File: config.mk
export PLATFORM = sky130hd
export DESIGN_NAME = spi_reg_bridge
export DESIGN_NICKNAME = d
export VERILOG_FILES = /design/src/rtl/spi_bridge_pkg.sv /design/src/rtl/spi_reg_bridge_sync2.sv /design/src/rtl/spi_reg_bridge.sv
export SDC_FILE = /design/constraint.sdc
export NUM_CORES = 1
export LEC_CHECK = 0
export BUFFER_PORTS_ARGS = -buffer_cell sky130_fd_sc_hd__buf_2
export CORE_MARGIN = 2
export CORE_UTILIZATION = 38
export CTS_CLUSTER_SIZE = 30
export DETAILED_ROUTE_END_ITERATION = 7
export PLACE_DENSITY = 0.72
export REMOVE_ABC_BUFFERS = 1
export SLEW_MARGIN = 20
export SYNTH_ARGS = -nofsm -noshare
export SYNTH_HDL_FRONTEND = slang
export SYNTH_SLANG_ARGS = --single-unit
File: constraint.sdc
create_clock -name clk -period 1.6 [get_ports clk]
set_input_delay 0.32 -clock clk [delete_from_list [all_inputs] [get_ports clk]]
set_output_delay 0.32 -clock clk [all_outputs]
set_load 0.02 [all_outputs]
File: src/rtl/spi_bridge_pkg.sv
// Shared definitions for the SPI-to-register bridge: state encoding,
// command/address field layout and the default idle byte.
package spi_bridge_pkg;

    localparam int ADDR_W     = 7;
    localparam int CMD_RD_BIT = 7;
    localparam logic [7:0] IDLE_BYTE_DEFAULT = 8'hA5;

    typedef enum logic [1:0] {
        IDLE = 2'd0,
        CMD  = 2'd1,
        WR   = 2'd2,
        RD   = 2'd3
    } bridge_state_t;

    // Address arithmetic wraps naturally at ADDR_W bits.
    function automatic logic [ADDR_W-1:0] next_addr(input logic [ADDR_W-1:0] addr,
                                                    input logic              inc);
        return addr + {{(ADDR_W-1){1'b0}}, inc};
    endfunction

endpackage

File: src/rtl/spi_reg_bridge_sync2.sv
// Two-flop synchronizer used to bring the raw SPI chip select into the clk domain.
module sync2 #(
    parameter logic RESET_VAL = 1'b1
) (
    input  logic clk,
    input  logic rst,
    input  logic d,
    output logic q
);

    logic meta;

    always_ff @(posedge clk or negedge rst) begin
        if (!rst) begin
            meta <= RESET_VAL;
            q    <= RESET_VAL;
        end else begin
            meta <= d;
            q    <= meta;
        end
    end

endmodule

File: src/rtl/spi_reg_bridge.sv
// Bridges a byte-oriented SPI slave onto a simple register bus: first byte of a
// frame is the command (bit 7 = read, bits 6:0 = address), following bytes are data.
module spi_reg_bridge
    import spi_bridge_pkg::*;
#(
    parameter logic [7:0] IDLE_BYTE = IDLE_BYTE_DEFAULT,
    parameter bit         AUTO_INC  = 1'b1
) (
    input  logic              clk,
    input  logic              rst,
    input  logic              ssel,
    input  logic [7:0]        rx_data,
    input  logic              rx_rdy,
    output logic [7:0]        tx_data,
    output logic [ADDR_W-1:0] reg_addr,
    output logic [7:0]        reg_wdata,
    output logic              reg_we,
    output logic              reg_re,
    input  logic [7:0]        reg_rdata,
    output logic [7:0]        frame_cnt
);

    logic              ssel_sync;
    logic              frame_active;
    logic              frame_active_d;
    logic              frame_fall;
    logic [1:0]        settle_cnt;
    logic              seen_idle;

    bridge_state_t     state;
    bridge_state_t     state_next;

    logic [ADDR_W-1:0] addr;
    logic [ADDR_W-1:0] addr_next;
    logic [ADDR_W-1:0] reg_addr_next;
    logic [7:0]        wdata_next;
    logic [7:0]        tx_next;
    logic              we_next;
    logic              re_next;
    logic              rd_pend;
    logic              count_frame;

    sync2 #(
        .RESET_VAL (1'b1)
    ) u_ssel_sync (
        .clk (clk),
        .rst (rst),
        .d   (ssel),
        .q   (ssel_sync)
    );

    assign frame_active = ~ssel_sync;
    assign frame_fall   = frame_active_d & ~frame_active;

    // A frame may only start once the synchronizer has settled and shown a
    // deselected bus, so a reset released mid-frame waits for a fresh select.
    always_ff @(posedge clk or negedge rst) begin
        if (!rst) begin
            frame_active_d <= 1'b0;
            settle_cnt     <= 2'd0;
            seen_idle      <= 1'b0;
        end else begin
            frame_active_d <= frame_active;
            if (settle_cnt != 2'd2) begin
                settle_cnt <= settle_cnt + 2'd1;
            end else if (!frame_active) begin
                seen_idle <= 1'b1;
            end
        end
    end

    always_ff @(posedge clk or negedge rst) begin
        if (!rst) begin
            state <= IDLE;
        end else begin
            state <= state_next;
        end
    end

    always_comb begin
        state_next    = state;
        addr_next     = addr;
        reg_addr_next = reg_addr;
        wdata_next    = reg_wdata;
        tx_next       = tx_data;
        we_next       = 1'b0;
        re_next       = 1'b0;
        count_frame   = 1'b0;

        case (state)
            IDLE: begin
                tx_next = IDLE_BYTE;
                if (frame_active && seen_idle) begin
                    state_next = CMD;
                end
            end
            CMD: begin
                if (rx_rdy) begin
                    addr_next     = rx_data[ADDR_W-1:0];
                    reg_addr_next = rx_data[ADDR_W-1:0];
                    re_next       = rx_data[CMD_RD_BIT];
                    state_next    = rx_data[CMD_RD_BIT] ? RD : WR;
                end
            end
            WR: begin
                if (rx_rdy) begin
                    we_next       = 1'b1;
                    wdata_next    = rx_data;
                    reg_addr_next = addr;
                    addr_next     = next_addr(addr, AUTO_INC);
                end
            end
            RD: begin
                // Each received byte prefetches the next register for the following byte.
                if (rd_pend) begin
                    tx_next = reg_rdata;
                end
                if (rx_rdy) begin
                    addr_next     = next_addr(addr, AUTO_INC);
                    reg_addr_next = next_addr(addr, AUTO_INC);
                    re_next       = 1'b1;
                end
            end
            default: begin
                state_next = IDLE;
            end
        endcase

        // A byte arriving with the deselect is still processed above; only the state returns home.
        if (frame_fall) begin
            state_next  = IDLE;
            tx_next     = IDLE_BYTE;
            count_frame = (state == WR) || (state == RD);
        end
    end

    always_ff @(posedge clk or negedge rst) begin
        if (!rst) begin
            addr      <= '0;
            reg_addr  <= '0;
            reg_wdata <= 8'h00;
            reg_we    <= 1'b0;
            reg_re    <= 1'b0;
            rd_pend   <= 1'b0;
            tx_data   <= IDLE_BYTE;
            frame_cnt <= 8'h00;
        end else begin
            addr      <= addr_next;
            reg_addr  <= reg_addr_next;
            reg_wdata <= wdata_next;
            reg_we    <= we_next;
            reg_re    <= re_next;
            rd_pend   <= reg_re;
            tx_data   <= tx_next;
            if (count_frame) begin
                frame_cnt <= frame_cnt + 8'd1;
            end
        end
    end

endmodule

==> Word level (Yosys, flattened, before mapping) <==
Index checks and enable logic that the tools add are counted.
{ "totals": {"register_bits": 49, "inputBits": 20, "output_inout_bits": 33, "elab_cells": 63} }
{ "op_classes": {"addsub": 3, "eq_ne": 11, "n_mux": 18, "bitwise": 3, "reduce_logical": 14} }
{ "op_table": {"columns": ["op", "count"], "rows": [
  ["$mux W7", 3],
  ["$pmux W7 S3", 1],
  ["$mux W8", 2],
  ["$pmux W8 S2", 1],
  ["$pmux W7 S2", 1],
  ["$ne A3 B3 Y1 const B", 3],
  ["$reduce_bool A3 Y1", 3],
  ["$add A8 B1 Y8 const B", 1],
  ["$ne A2 B2 Y1 const B", 4],
  ["$add A7 B1 Y7 const B", 1],
  ["$mux W2", 3],
  ["$reduce_and A2 Y1", 3],
  ["$reduce_and A3 Y1", 2],
  ["$mux W1", 5],
  ["$eq A2 B2 Y1 const B", 2],
  ["$pmux W2 S2", 1],
  ["$reduce_and A4 Y1", 1],
  ["$add A2 B1 Y2 const B", 1],
  ["$eq A2 B1 Y1 const B", 1],
  ["$logic_not A2 Y1", 1],
  ["$ne A2 B1 Y1 const B", 1],
  ["$not A1 Y1", 2],
  ["$pmux W1 S2", 1],
  ["$reduce_bool A2 Y1", 1],
  ["4 further kinds", 4]
]} }

==> Longest topological paths before layout <==
{ "depth": {"ltp_word": 5, "ltp_mapped": 8, "depth_no_buf": 6} }

==> Cells and area by module <==
A second synthesis with hierarchy kept.
{ "unflattened": {"hier_cells": 215, "area_unflattened_um2": 2322.2} }
{ "by_module_without_submodules": {"columns": ["mod", "instances", "cells_per_inst", "area_each_um2", "seq_area_each_um2"], "rows": [
  ["spi_reg_bridge", 1, 213, 2269.7, 1181.1],
  ["sync2", 1, 2, 52.6, 52.6]
]} }

==> Least setup slack after synthesis <==
Ideal clock, no wire load.
{ "synth_timing": {"path_type": "register to register", "from": "register state[0]", "to": "register addr[5]", "setup_time_ns": 0.079, "arrival_ns": 1.518, "required_ns": 1.521, "setup_slack_ns": 0.003, "path_stages_with_launch": 8, "path_buffers": 2, "period_less_slack_ns": 1.597, "cell_sequence": "dfrtp_1 > inv_1 > ha_1 > buf_4 > or2_1 > clkbuf_1 > a21oi_1 > a2bb2oi_1"} }
{ "synth_via": {"elab_chain_len": 4, "word_cells_on_any_way": 9, "cone_classes": "5 x eq/ne; 1 x mux; 3 x reduce/logical"} }
{ "synth_rtl": {"columns": ["element", "line_no", "text"], "rows": [
  ["start: declaration", "spi_reg_bridge.sv:30", "bridge_state_t state;"],
  ["start signal: assignment", "spi_reg_bridge.sv:76", "state <= state_next;"],
  ["$eq A2 B2 Y1", "spi_reg_bridge.sv:90", "case (state)"],
  ["$reduce_or A2 Y1 (no source line)", null, null],
  ["$ne A2 B1 Y1 (no source line) / $reduce_bool A2 Y1 (equally long branches)", null, null],
  ["$reduce_and A3 Y1 (no source line)", null, null],
  ["end signal: assignment", "spi_reg_bridge.sv:148", "addr <= addr_next;"],
  ["end: declaration", "spi_reg_bridge.sv:33", "logic [ADDR_W-1:0] addr;"]
]} }
Parallel ways exist; a longest one is shown, timed or not.
A chain may end at the register's enable or synchronous reset.

==> Worst setup path after layout <==
{ "layout_timing": {"from": "register state[1]", "to": "register addr[6]"} }
The elaborated chain is that of the path after synthesis.

==> run_results.csv <==
group,metric,value,unit
timing,fin_crit_sh,1.01,
synthesis,synth_area_leaders,"dfrtp_1 46%, dfstp_2 6.8%, mux2_2 4.4%",
finish,layout-drive-gt1-share,0.449,
cts,clock_latency,0.30,ns
synthesis,ys.flop_type,"dfrtp_1",
critical_path,worstPathArrival,1.84,ns
flow_run,maxCapViolCount,0,
synthesis,yosysTopAreaCellShare,0.463,
synthesis,ys_ff_latch,49,
cts,clk_pin_slew,0.09,ns
pwr,p_int,3.37,mW
timing,rsz0062_at_grt,"true",
synthesis,async_flop_share,1.00,
route,drt_wl_total,5.29,mm
floorplanning,die_h,82.2,µm
placed_design,placed_cells,360,
global_routing,grt_max_degree,32,
global_routing,track_usage,0.158,
route,vias_per_cell,5.03,
timing,finalSetupViolCount,5,
critical_path,r2r_start,"state[1]$_DFFE_PN0P_",
cts,tritoncts,"yes",
route,drc_errors,0,
timing,maxSlewHeadroom,0.741,
timing,timing.fmax,618,MHz
floorplanning,start_util,0.392,
global_routing,use_met2,0.250,
floorplanning,num_io_pins,53,
worst_hold_path,hold_path.class,"in -> reg",
cts,cts-root-buf,"clkbuf_8",
global_routing,grt_antenna_before_repair,0,
global_routing,gr-usage-met1,0.216,
floorplanning,die_x,82.2,µm
synthesis,synth_edf_count,0,
timing,period_minus_slack,1.62,ns
pwr,swShare,0.407,
timing,layout_setup_ws,-0.0188,ns
synthesis,ys_warn_count,0,
global_routing,grt_pass1_vias,1741,
global_routing,grt_pass1_wl,8.18,mm
placed_design,gp_congestion,0.843,
timing,finalHoldViolations,0,
synthesis,ys_seq_area_frac,0.531,
critical_path,cp-startpoint,"state[1]$_DFFE_PN0P_",
timing,fin_skew,0.00580,ns
placed_design,place_hpwl,3.68,mm
floorplanning,die_area,6750,µm²
pwr,p_comb_frac,0.534,
route,drtPass1Iterations,4,
cts,clk_path_buf_depth,2,
critical_path,critPathLaunchType,"flop",
synthesis,synthDistinctLibCells,40,
floorplanning,num_rows,28,
outcome,violations,"setup timing",
pwr,p_switching,2.31,mW
finish,fin_nets,327,
critical_path,required,1.82,ns
global_routing,overflow,0,
pwr,p_clk_frac,0.125,
synthesis,synth_cells,215,
pwr,pwr-share-seq,0.341,
finish,fin_cells,376,
placed_design,pre_cts_slack,-0.172,ns
route,num_vias,1891,
placed_design,port_buffers,52,
synthesis,netlist_area,2320,µm²
synthesis,synth_largest_area_cell,"dfrtp_1",
timing,hold_slack,0.109,ns
cts,clock-sinks,49,
worst_hold_path,hp-start,"ssel",
finish,area_growth,34.2,%
finish,mostFrequentLayoutCells,"52 x buf_2, 41 x dfrtp_1, 31 x buf_4",
pwr,vdd_drop_max,0.000818,V
timing,tightest_slew,0.388,ns
route,drtAntennaViolNets,0,
route,drt_iter0_drc,150,
global_routing,gr-usage-met3,0.0326,
pwr,leakage,1.47,nW
synthesis,syn_area_per_cell,10.8,µm²
pwr,power.density,1820,nW/µm²
global_routing,gr-max-usage-layer,"met2",
cts,numCtsBuffers,5,
critical_path,path_class,"reg -> reg",
floorplanning,core_area,5920,µm²
finish,fill_cells,551,
outcome,status,"finished with violations",
finish,antenna_cells,0,
critical_path,cp-end-kind,"flop",
cts,htree_levels,2,
finish,mostFrequentLayoutCell,"buf_2",
timing,maxSlewViolCount,0,
critical_path,path_max_fanout,9,
route,routedWlPerCell,14.1,µm
metrics by stage:
step	instance area (µm²)	setup TNS (ns)	utilization	power (mW)
floorplan	2250	-5.15	-	3.42
global placement	2820	-0.437	0.476	4.36
detailed placement	2820	-2.01	0.476	4.44
CTS	2970	-0.0487	0.502	5.31
global route	3120	-1.01	0.526	6.11
finish	3120	-0.0393	0.526	5.68
synthesized netlist by cell type, types with 3 or more instances:
cell / count
nand3_1: 7
xnor2_1: 9
a21oi_1: 18
o21ai_0: 10
buf_6: 4
inv_1: 7
a22o_1: 3
nand4_1: 7
nor2b_1: 3
and3_1: 4
mux2_2: 9
o22ai_1: 5
ha_1: 7
mux2i_1: 4
dfstp_2: 6
dfrtp_1: 43
buf_4: 3
nand2_1: 22
nor2_1: 13
a221oi_1: 3
sequential cells by signal, indices dropped and copies added, names as in the netlist:
name and cells:
reg_addr 7, reg_we 1, seen_idle 1, tx_data 8
addr 7, u_ssel_sync.meta 1, frame_active_d 1, u_ssel_sync.q 1
state 2, reg_re 1, rd_pend 1, settle_cnt 2
frame_cnt 8, reg_wdata 8
area by class of cell:
class	count	area [µm²]	area share
Sequential cell	49	1240	0.397
Multi-Input combinational cell	151	1140	0.365
Timing Repair Buffer	86	534	0.171
Tap cell	75	93.8	0.0301
Clock buffer	6	72.6	0.0233
Inverter	7	28.8	0.00923
Clock inverter	2	15.0	0.00482
critical path, stage by stage, from the launching register on:
cell	delay, ns
dfrtp_2	0.45
inv_1	0.10
ha_2	0.22
nor2_1	0.26
o22ai_4	0.17
a21oi_1	0.16
a2bb2oi_1	0.17
layer usage:
metal	share of wire	routed length [µm]	vias up
met4	0.010	53	0
met3	0.049	260	7
met2	0.49	2570	51
met1	0.46	2410	897
met5	0	0	-
li1	-	-	936
kinds of logic (layout without fill, tap and decap cells):
group | count (synthesis) | after routing | synth area share
DFF | 49 | 49 | 0.531
adders and majority gates | 7 | 7 | 0.0377
AOI/OAI and AO/OA | 51 | 51 | 0.135
buffers and inverters | 16 | 101 | 0.0436
muxes | 13 | 13 | 0.0609
xor gates and xnor gates | 11 | 11 | 0.0415
and+or+nand+nor | 68 | 69 | 0.150
power by group through the flow:
stage	logic (mW)	registers (mW)	clock network, mW
after detailed placement	2.51	1.93	0
final	3.03	1.94	0.710
after global routing	3.32	1.99	0.802
after global placement	2.45	1.91	0
after floorplan	1.16	2.26	0
after CTS	2.64	1.92	0.742
worst paths after layout:
kind | to | slack [ns] | cells past startpoint
worst max register to register | addr[6]$_DFFE_PN0P_ | -0.02 | 6
worst min-delay path | u_ssel_sync.meta$_DFF_PN1_ | 0.11 | 1
min in group asynchronous | reg_wdata[7]$_DFFE_PN0P_ | 0.34 | 2
max in group asynchronous | tx_data[5]$_DFFE_PN1P_ | 0.64 | 3
worst min register to register | u_ssel_sync.q$_DFF_PN1_ | 0.36 | 0
worst max-delay path | addr[6]$_DFFE_PN0P_ | -0.02 | 6
what timing repair did:
action,in CTS,in global routing
setup endpoints to repair,32,28
endpoints found under the hold margin,3,0
buffers inserted,0,6
gates resized for setup,14,24
cloned,0,1
pin swaps,0,5
hold buffers,1,0
(Power assumes the default switching activity.)
